## src/rtl/gpio_edge_irq_regs.vh

```
// gpio_edge_irq register map: byte offsets (addr[5:0], word aligned) and FLTCFG field
// positions. Included inside the body of every module that decodes or checks the map.
// No ports; localparams only.
localparam logic [5:0] RegDin    = 6'h00;
localparam logic [5:0] RegDout   = 6'h04;
localparam logic [5:0] RegDset   = 6'h08;
localparam logic [5:0] RegDclr   = 6'h0C;
localparam logic [5:0] RegDir    = 6'h10;
localparam logic [5:0] RegIe     = 6'h14;
localparam logic [5:0] RegIrise  = 6'h18;
localparam logic [5:0] RegIfall  = 6'h1C;
localparam logic [5:0] RegIstat  = 6'h20;
localparam logic [5:0] RegFltcfg = 6'h24;

localparam int unsigned FltPreLsb = 0;
localparam int unsigned FltPreMsb = 7;
localparam int unsigned FltFenBit = 8;

```

## src/rtl/gpio_edge_irq_pkg.sv

```systemverilog
// gpio_edge_irq_pkg: shared types and helpers for the GPIO edge-interrupt block.
//   fltcfg_t   - FLTCFG register contents (prescaler reload and filter enable)
//   be_to_mask - expands the 4 byte-write enables into a 32-bit bit mask
package gpio_edge_irq_pkg;

   typedef struct packed {
      logic       fen;
      logic [7:0] pre;
   } fltcfg_t;

   function automatic logic [31:0] be_to_mask(input logic [3:0] be);
      logic [31:0] m;
      for (int i = 0; i < 4; i++) begin
         m[8*i +: 8] = {8{be[i]}};
      end
      return m;
   endfunction

endpackage

```

## src/rtl/gpio_edge_irq_if.sv

```systemverilog
// gpio_edge_irq_if: single-cycle register bus.
//   sel   - access strobe, one cycle per access
//   addr  - byte address, addr[5:2] picks the register
//   we    - byte write enables, all zero means read
//   wdata - write data
//   rdata - read data, registered, valid the cycle after sel
interface gpio_edge_irq_if #(
   parameter int unsigned XLEN   = 32,
   parameter int unsigned AWIDTH = 8
) ();
   logic              sel;
   logic [AWIDTH-1:0] addr;
   logic [3:0]        we;
   logic [XLEN-1:0]   wdata;
   logic [XLEN-1:0]   rdata;

   modport master (output sel, addr, we, wdata, input rdata);
   modport slave  (input sel, addr, we, wdata, output rdata);
endinterface

```

## src/rtl/gpio_pin_filter.sv

```systemverilog
// gpio_pin_filter: one pin's 2-flop synchroniser followed by a digital glitch filter.
//   clk, rst_n - clock, synchronous active-low reset
//   pin        - asynchronous pad input
//   tick       - shared prescaler sample strobe
//   fen        - 1: filter on; 0: level follows the synchronised input
//   level      - filtered level (registered)
module gpio_pin_filter #(
   parameter int unsigned FLT_DEPTH = 3
) (
   input  logic clk,
   input  logic rst_n,
   input  logic pin,
   input  logic tick,
   input  logic fen,
   output logic level
);
   // Wide enough to hold FLT_DEPTH-1 for FLT_DEPTH in 2..8.
   localparam int unsigned CW = $clog2(FLT_DEPTH);

   logic          sync1_q, sync2_q;
   logic          level_q, level_d;
   logic [CW-1:0] cnt_q, cnt_d;

   always_comb begin
      level_d = level_q;
      cnt_d   = cnt_q;
      if (!fen) begin
         level_d = sync2_q;
         cnt_d   = '0;
      end else if (tick) begin
         if (sync2_q == level_q) begin
            cnt_d = '0;  // a sample matching the current level breaks the run
         end else if (cnt_q == CW'(FLT_DEPTH - 1)) begin
            level_d = sync2_q;
            cnt_d   = '0;
         end else begin
            cnt_d = cnt_q + CW'(1);
         end
      end
   end

   always_ff @(posedge clk) begin
      if (!rst_n) begin
         sync1_q <= 1'b0;
         sync2_q <= 1'b0;
         level_q <= 1'b0;
         cnt_q   <= '0;
      end else begin
         sync1_q <= pin;
         sync2_q <= sync1_q;
         level_q <= level_d;
         cnt_q   <= cnt_d;
      end
   end

   assign level = level_q;
endmodule

```

## src/rtl/gpio_edge_irq.sv

```systemverilog
// gpio_edge_irq: GPIO block with per-pin filtering and edge-triggered interrupts.
//   clk, rst_n   - clock, synchronous active-low reset
//   bus          - register bus (slave side)
//   gpio_pin_in  - asynchronous pad inputs
//   gpio_pin_out - pad output data (DOUT)
//   gpio_pin_oe  - pad output enable, 1 = drive (DIR)
//   irq          - level interrupt, registered |(ISTAT & IE)
module gpio_edge_irq
   import gpio_edge_irq_pkg::*;
#(
   parameter int unsigned NPIN      = 16,
   parameter int unsigned FLT_DEPTH = 3,
   parameter int unsigned XLEN      = 32,
   parameter int unsigned AWIDTH    = 8
) (
   input  logic            clk,
   input  logic            rst_n,
   gpio_edge_irq_if.slave  bus,
   input  logic [NPIN-1:0] gpio_pin_in,
   output logic [NPIN-1:0] gpio_pin_out,
   output logic [NPIN-1:0] gpio_pin_oe,
   output logic            irq
);
   `include "gpio_edge_irq_regs.vh"

   logic [NPIN-1:0] dout_q, dout_d, dir_q, dir_d, ie_q, ie_d;
   logic [NPIN-1:0] irise_q, irise_d, ifall_q, ifall_d, istat_q, istat_d;
   fltcfg_t         flt_q, flt_d;
   logic [7:0]      pre_cnt_q, pre_cnt_d;
   logic [XLEN-1:0] rdata_q, rdata_d;
   logic            irq_q;
   logic [NPIN-1:0] level, level_prev_q, hw_set, istat_clr;
   logic            tick, wr_en, flt_wr;
   logic [5:0]      reg_off;
   logic [XLEN-1:0] wmask, wbits;
   logic [NPIN-1:0] wmask_pin, wbits_pin;
   logic            unused_bits;

   assign reg_off   = {bus.addr[5:2], 2'b00};
   assign wr_en     = bus.sel && (bus.we != 4'b0000);
   assign wmask     = XLEN'(be_to_mask(bus.we));
   assign wbits     = bus.wdata & wmask;
   assign wmask_pin = wmask[NPIN-1:0];
   assign wbits_pin = wbits[NPIN-1:0];
   assign unused_bits = ^{bus.addr[AWIDTH-1:6], bus.addr[1:0], wbits, wmask};

   // Shared sample strobe; any FLTCFG write restarts the count.
   assign tick      = (pre_cnt_q == flt_q.pre);
   assign pre_cnt_d = (flt_wr || tick) ? 8'd0 : pre_cnt_q + 8'd1;

   for (genvar i = 0; i < NPIN; i++) begin : g_pin
      gpio_pin_filter #(
         .FLT_DEPTH(FLT_DEPTH)
      ) u_filter (
         .clk  (clk),
         .rst_n(rst_n),
         .pin  (gpio_pin_in[i]),
         .tick (tick),
         .fen  (flt_q.fen),
         .level(level[i])
      );
   end

   // Edges come only from the filtered level versus its previous-cycle value.
   assign hw_set = (level & ~level_prev_q & irise_q) | (~level & level_prev_q & ifall_q);

   always_comb begin
      dout_d    = dout_q;
      dir_d     = dir_q;
      ie_d      = ie_q;
      irise_d   = irise_q;
      ifall_d   = ifall_q;
      flt_d     = flt_q;
      istat_clr = '0;
      flt_wr    = 1'b0;
      if (wr_en) begin
         case (reg_off)
            RegDout:  dout_d  = (dout_q & ~wmask_pin) | wbits_pin;
            RegDset:  dout_d  = dout_q | wbits_pin;
            RegDclr:  dout_d  = dout_q & ~wbits_pin;
            RegDir:   dir_d   = (dir_q & ~wmask_pin) | wbits_pin;
            RegIe:    ie_d    = (ie_q & ~wmask_pin) | wbits_pin;
            RegIrise: irise_d = (irise_q & ~wmask_pin) | wbits_pin;
            RegIfall: ifall_d = (ifall_q & ~wmask_pin) | wbits_pin;
            RegIstat: istat_clr = wbits_pin;
            RegFltcfg: begin
               flt_wr    = 1'b1;
               flt_d.pre = (flt_q.pre & ~wmask[FltPreMsb:FltPreLsb]) | wbits[FltPreMsb:FltPreLsb];
               if (wmask[FltFenBit]) flt_d.fen = wbits[FltFenBit];
            end
            default: ;
         endcase
      end
      // Hardware set wins over a simultaneous software clear.
      istat_d = (istat_q & ~istat_clr) | hw_set;
   end

   always_comb begin
      rdata_d = '0;
      if (bus.sel) begin
         case (reg_off)
            RegDin:   rdata_d[NPIN-1:0] = level;
            RegDout:  rdata_d[NPIN-1:0] = dout_q;
            RegDir:   rdata_d[NPIN-1:0] = dir_q;
            RegIe:    rdata_d[NPIN-1:0] = ie_q;
            RegIrise: rdata_d[NPIN-1:0] = irise_q;
            RegIfall: rdata_d[NPIN-1:0] = ifall_q;
            RegIstat: rdata_d[NPIN-1:0] = istat_q;
            RegFltcfg: begin
               rdata_d[FltPreMsb:FltPreLsb] = flt_q.pre;
               rdata_d[FltFenBit]           = flt_q.fen;
            end
            default: ;
         endcase
      end
   end

   always_ff @(posedge clk) begin
      if (!rst_n) begin
         dout_q       <= '0;
         dir_q        <= '0;
         ie_q         <= '0;
         irise_q      <= '0;
         ifall_q      <= '0;
         istat_q      <= '0;
         flt_q        <= '0;
         pre_cnt_q    <= '0;
         rdata_q      <= '0;
         irq_q        <= 1'b0;
         level_prev_q <= '0;
      end else begin
         dout_q       <= dout_d;
         dir_q        <= dir_d;
         ie_q         <= ie_d;
         irise_q      <= irise_d;
         ifall_q      <= ifall_d;
         istat_q      <= istat_d;
         flt_q        <= flt_d;
         pre_cnt_q    <= pre_cnt_d;
         rdata_q      <= rdata_d;
         irq_q        <= |(istat_q & ie_q);
         level_prev_q <= level;
      end
   end

   assign gpio_pin_out = dout_q;
   assign gpio_pin_oe  = dir_q;
   assign irq          = irq_q;
   assign bus.rdata    = rdata_q;
endmodule

```

## src/flat_wrapper.sv

```systemverilog
// flat-port wrapper written by rule: the top's interface ports become plain ports
module gpio_edge_irq_flat import gpio_edge_irq_pkg::*;
#(
   parameter int unsigned NPIN      = 16,
   parameter int unsigned FLT_DEPTH = 3,
   parameter int unsigned XLEN      = 32,
   parameter int unsigned AWIDTH    = 8
)
  (clk, rst_n, gpio_pin_in, gpio_pin_out, gpio_pin_oe, irq, bus_sel, bus_addr, bus_we, bus_wdata, bus_rdata);
  gpio_edge_irq_if #(.XLEN(XLEN), .AWIDTH(AWIDTH)) bus_i ();
  input  logic clk;
  input  logic rst_n;
  input  logic [NPIN-1:0] gpio_pin_in;
  output logic [NPIN-1:0] gpio_pin_out;
  output logic [NPIN-1:0] gpio_pin_oe;
  output logic irq;
  input wire logic [$bits(bus_i.sel)-1:0] bus_sel;
  input wire logic [$bits(bus_i.addr)-1:0] bus_addr;
  input wire logic [$bits(bus_i.we)-1:0] bus_we;
  input wire logic [$bits(bus_i.wdata)-1:0] bus_wdata;
  output wire logic [$bits(bus_i.rdata)-1:0] bus_rdata;
  assign bus_i.sel = bus_sel;
  assign bus_i.addr = bus_addr;
  assign bus_i.we = bus_we;
  assign bus_i.wdata = bus_wdata;
  assign bus_rdata = bus_i.rdata;
  gpio_edge_irq #(.NPIN(NPIN), .FLT_DEPTH(FLT_DEPTH), .XLEN(XLEN), .AWIDTH(AWIDTH)) u_core (.clk(clk), .rst_n(rst_n), .bus(bus_i), .gpio_pin_in(gpio_pin_in), .gpio_pin_out(gpio_pin_out), .gpio_pin_oe(gpio_pin_oe), .irq(irq));
endmodule
```

## config.mk

```make
export PLATFORM = sky130hd
export DESIGN_NAME = gpio_edge_irq_flat
export DESIGN_NICKNAME = d
export VERILOG_FILES = /design/src/rtl/gpio_edge_irq_pkg.sv /design/src/rtl/gpio_edge_irq_if.sv /design/src/rtl/gpio_pin_filter.sv /design/src/rtl/gpio_edge_irq.sv /design/src/flat_wrapper.sv
export VERILOG_INCLUDE_DIRS = /design/src /design/src/rtl
export SDC_FILE = /design/constraint.sdc
export NUM_CORES = 1
export LEC_CHECK = 0
export CAP_MARGIN = 25
export CORE_UTILIZATION = 50
export DETAILED_ROUTE_END_ITERATION = 12
export PLACE_DENSITY = 0.8
export SYNTH_ARGS = -nofsm -noshare
export SYNTH_HDL_FRONTEND = slang
export SYNTH_SLANG_ARGS = --single-unit
```

## constraint.sdc

```tcl
create_clock -name clk -period 1.4 [get_ports clk]
set_input_delay 0.28 -clock clk [delete_from_list [all_inputs] [get_ports clk]]
set_output_delay 0.28 -clock clk [all_outputs]
set_load 0.05 [all_outputs]
```

==> impl_metrics.csv <==
group,metric,value,unit
global_routing,met2_usage,47.4,%
sta,holdWs,131,ps
worst_setup_path,cp.arrival,2010,ps
floorplan,start_util,51.7,%
power,clkPwrFrac,43.7,%
sta,slew_violations,0,
synth,synthArstFlopShare,0,%
sta,setup_violations,57,
sta,setup_ws,-205,ps
route,routed_via_density,6.35,
route,detail_route.first_pass.iterations,9,
synth,yosysTopAreaCell,"dfxtp_1",
worst_setup_path,cp-start-kind,"flip-flop",
outcome,violations,"setup timing",
sta,skew,9.62,ps
worst_setup_path,cp-end-kind,"flip-flop",
placement,dpl.hpwl,19400,um
route,drt_iter0_drc,1518,
synth,synth_area_per_cell,9.15,sq um
clock_tree,h-tree-depth,1,
floorplan,dieArea,0.0210,sq mm
floorplan,io_pins,128,
worst_setup_path,path_max_fanout,8,
layout,diodes,0,
power,p_leak,4.97,nW
placement,portBuffers,91,
worst_setup_path,worstRegToRegCells,7,
clock_tree,cts-root-buf,"clkbuf_16",
layout,fin_util,71.1,%
synth,ys_ff_latch,226,
global_routing,top_usage_layer,"met2",
worst_hold_path,hold_path_class,"input pin to flip-flop",
synth,synth-main-ff-cell,"dfxtp_1",
layout,area_growth,37.4,%
synth,synth_warnings,0,
worst_setup_path,crit_required,1810,ps
route,final_antenna_net_count,0,
route,drc,0,
synth,synth_area,0.0102,sq mm
layout,nets,1347,
floorplan,core,0.0197,sq mm
clock_tree,numCtsBuffers,24,
floorplan,die_h,145,um
power,switching_share,24.1,%
outcome,status,"finished with violations",
layout,instances_no_fill,1562,
power,p_comb_share,10.0,%
worst_setup_path,worst-setup-path-type,"flip-flop to flip-flop",
clock_tree,cts.clk_slew.worst_paths,60,ps
placement,finalWeightedCongestion,0.931,
global_routing,grt_pass1_wl,46500,um
global_routing,grt_max_degree,49,
global_routing,grt_antenna_before_repair,0,
placement,place_ws,-766,ps
synth,synth_top_area_share,44.4,%
global_routing,track_usage,28.3,%
global_routing,met1_usage,34.9,%
sta,fmax,623,MHz
run,drv_cap,0,
route,routedWlPerCell,21.3,um
power,power_density,1020,mW/mm^2
clock_tree,cts.hold.buffers_added,0,
worst_hold_path,whs_path_depth,2,
synth,synth_area_leaders,"dfxtp_1, nor2b_1, mux2i_1, o21ai_0, nand4_1",
global_routing,overflow,0,
sta,rsz0062_at_grt,"yes",
global_routing,grt_pass1_vias,9034,
power,power.switching,3.44,mW
layout,nFillCells,1252,
synth,synth_cell_types,46,
sta,hold_viol_final,0,
floorplan,die_x,145,um
power,p_seq_share,46.4,%
power,power.internal,10.8,mW
layout,drive_above_1_share,25.6,%
clock_tree,cts_sinks,226,
global_routing,use_met3,4.80,%
power,peakVddDrop,0.000730,V
placement,placedCellCount,1491,
floorplan,row_count,51,
synth,seq_area_frac_synth,44.4,%
sta,fin_crit_sh,115,%
clock_tree,clock_path_buffers,3,
clock_tree,cts_tree,"done",
route,vias,9916,
synth,synth-edff-count,0,
route,wirelength,33300,um
clock_tree,insertion_delay,520,ps
power,total_power,14.3,mW
sta,fin_crit,1610,ps
synth,synth_cells,1114,
cells in the mapped netlist (all sizes together), types with 5 or more instances:
| cell | n |
|---|---|
| a21oi | 48 |
| nand3b | 25 |
| nand3 | 47 |
| a22oi | 16 |
| and3 | 28 |
| and2 | 48 |
| nor2 | 23 |
| a222oi | 23 |
| a221oi | 5 |
| xnor2 | 17 |
| o21ai | 73 |
| a22o | 5 |
| clkbuf | 61 |
| nand4b | 22 |
| buf | 55 |
| dfxtp | 226 |
| a21boi | 32 |
| o2111ai | 16 |
| a31oi | 10 |
| mux2i | 58 |
| nand2 | 73 |
| nand4 | 56 |
| nor2b | 97 |
| xor2 | 14 |
| o22ai | 7 |
| a41oi | 6 |
worst paths after layout:
| check | startpoint | end | slack, ps |
|---|---|---|---|
| max reg2reg | flip-flop | u_core.pre_cnt_q[6]$_SDFF_PP0_ | -210 |
| min reg2reg | u_core.g_pin[1].u_filter.sync1_q$_SDFF_PN0_ | u_core.g_pin[1].u_filter.sync2_q$_SDFF_PN0_ | 430 |
| max | flip-flop | u_core.pre_cnt_q[6]$_SDFF_PP0_ | -210 |
| min | rst_n | u_core.istat_q[3]$_SDFF_PN0_ | 130 |
final cells by class:
class / count / area (sq um) / area share (%)
repair buffers: 244 / 2910 / 20.7
clock buffers: 37 / 721 / 5.14
clock inverters: 3 / 40.0 / 0.286
flip-flops and latches: 226 / 4570 / 32.6
inverters: 1 / 3.75 / 0.0268
multi-input cells: 786 / 5440 / 38.8
well taps: 265 / 332 / 2.37
what timing repair did:
action / 4_1_cts / 5_1_grt
buffers inserted: 6 / 9
cloned: 6 / 10
setup endpoints to repair: 181 / 120
pin swaps: 22 / 47
resized for setup: 42 / 96
per-layer routing:
metal,up-vias,routed length (um)
met1,4657,12600
li1,4367,-
met4,0,1870
met2,702,15700
met5,-,0
met3,190,3170
critical path: stages (launching register included):
cell      delay [ps]
dfxtp_2          340
xnor2_2          210
nand4_1          170
buf_4            210
buf_4            130
o211ai_1         190
buf_4            190
nor2_1            50
kinds of logic (layout without fill, tap and decap cells):
group / after synthesis / count (layout) / share of synthesized area, %
adders and majority gates: 1 / 1 / 0.123
muxes: 58 / 58 / 5.69
AOI/OAI and AO/OA: 246 / 246 / 15.9
other: 1 / 16 / 0.0368
and+or+nand+nor: 434 / 434 / 25.4
buffers and inverters: 117 / 285 / 5.78
xor gates and xnor gates: 31 / 31 / 2.66
DFF: 226 / 226 / 44.4
metrics by stage:
stage	cell area, sq um	TNS [ps]
finish	14000	-6530
global route	14000	-9640
CTS	13500	-248
detailed placement	12500	-80870
global placement	12500	-73690
floorplan	10300	-2950
power by group through the flow:
stage	Combinational (mW)	Sequential, mW	Clock, mW
final	1.42	6.62	6.24
after floorplan	0.656	6.75	0
after global routing	1.47	6.62	6.51
after CTS	1.20	6.61	6.25
after detailed placement	1.13	6.75	0
after global placement	1.11	6.74	0
cells in the final DEF, fill, tap and decap left out, types with 5 or more instances in the layout:
| master | instances |
|---|---|
| dfxtp_1 | 188 |
| buf_4 | 121 |
| nor2b_1 | 97 |
| nand2_1 | 73 |
| buf_12 | 63 |
| mux2i_1 | 56 |
| nand4_1 | 56 |
| and2_1 | 48 |
| nand3_1 | 45 |
| o21ai_0 | 43 |
| dfxtp_2 | 38 |
| a21oi_1 | 37 |
| clkdlybuf4s50_1 | 36 |
| clkbuf_16 | 34 |
| nand3b_1 | 25 |
| and3_1 | 24 |
| nor2_1 | 23 |
| a222oi_1 | 23 |
| nand4b_1 | 22 |
| o21ai_1 | 20 |
| a21boi_1 | 17 |
| a22oi_1 | 16 |
| conb_1 | 16 |
| a21boi_0 | 15 |
| xor2_1 | 14 |
| a21oi_2 | 11 |
| o21ai_2 | 10 |
| a31oi_1 | 10 |
| xnor2_1 | 9 |
| xnor2_2 | 8 |
| o2111ai_2 | 7 |
| o22ai_1 | 7 |
| o2111ai_1 | 7 |
| clkbuf_1 | 7 |
| a41oi_1 | 6 |
| buf_6 | 6 |
| a22o_1 | 5 |
| clkbuf_8 | 5 |
No activity file was read; power rests on OpenSTA's default activity.
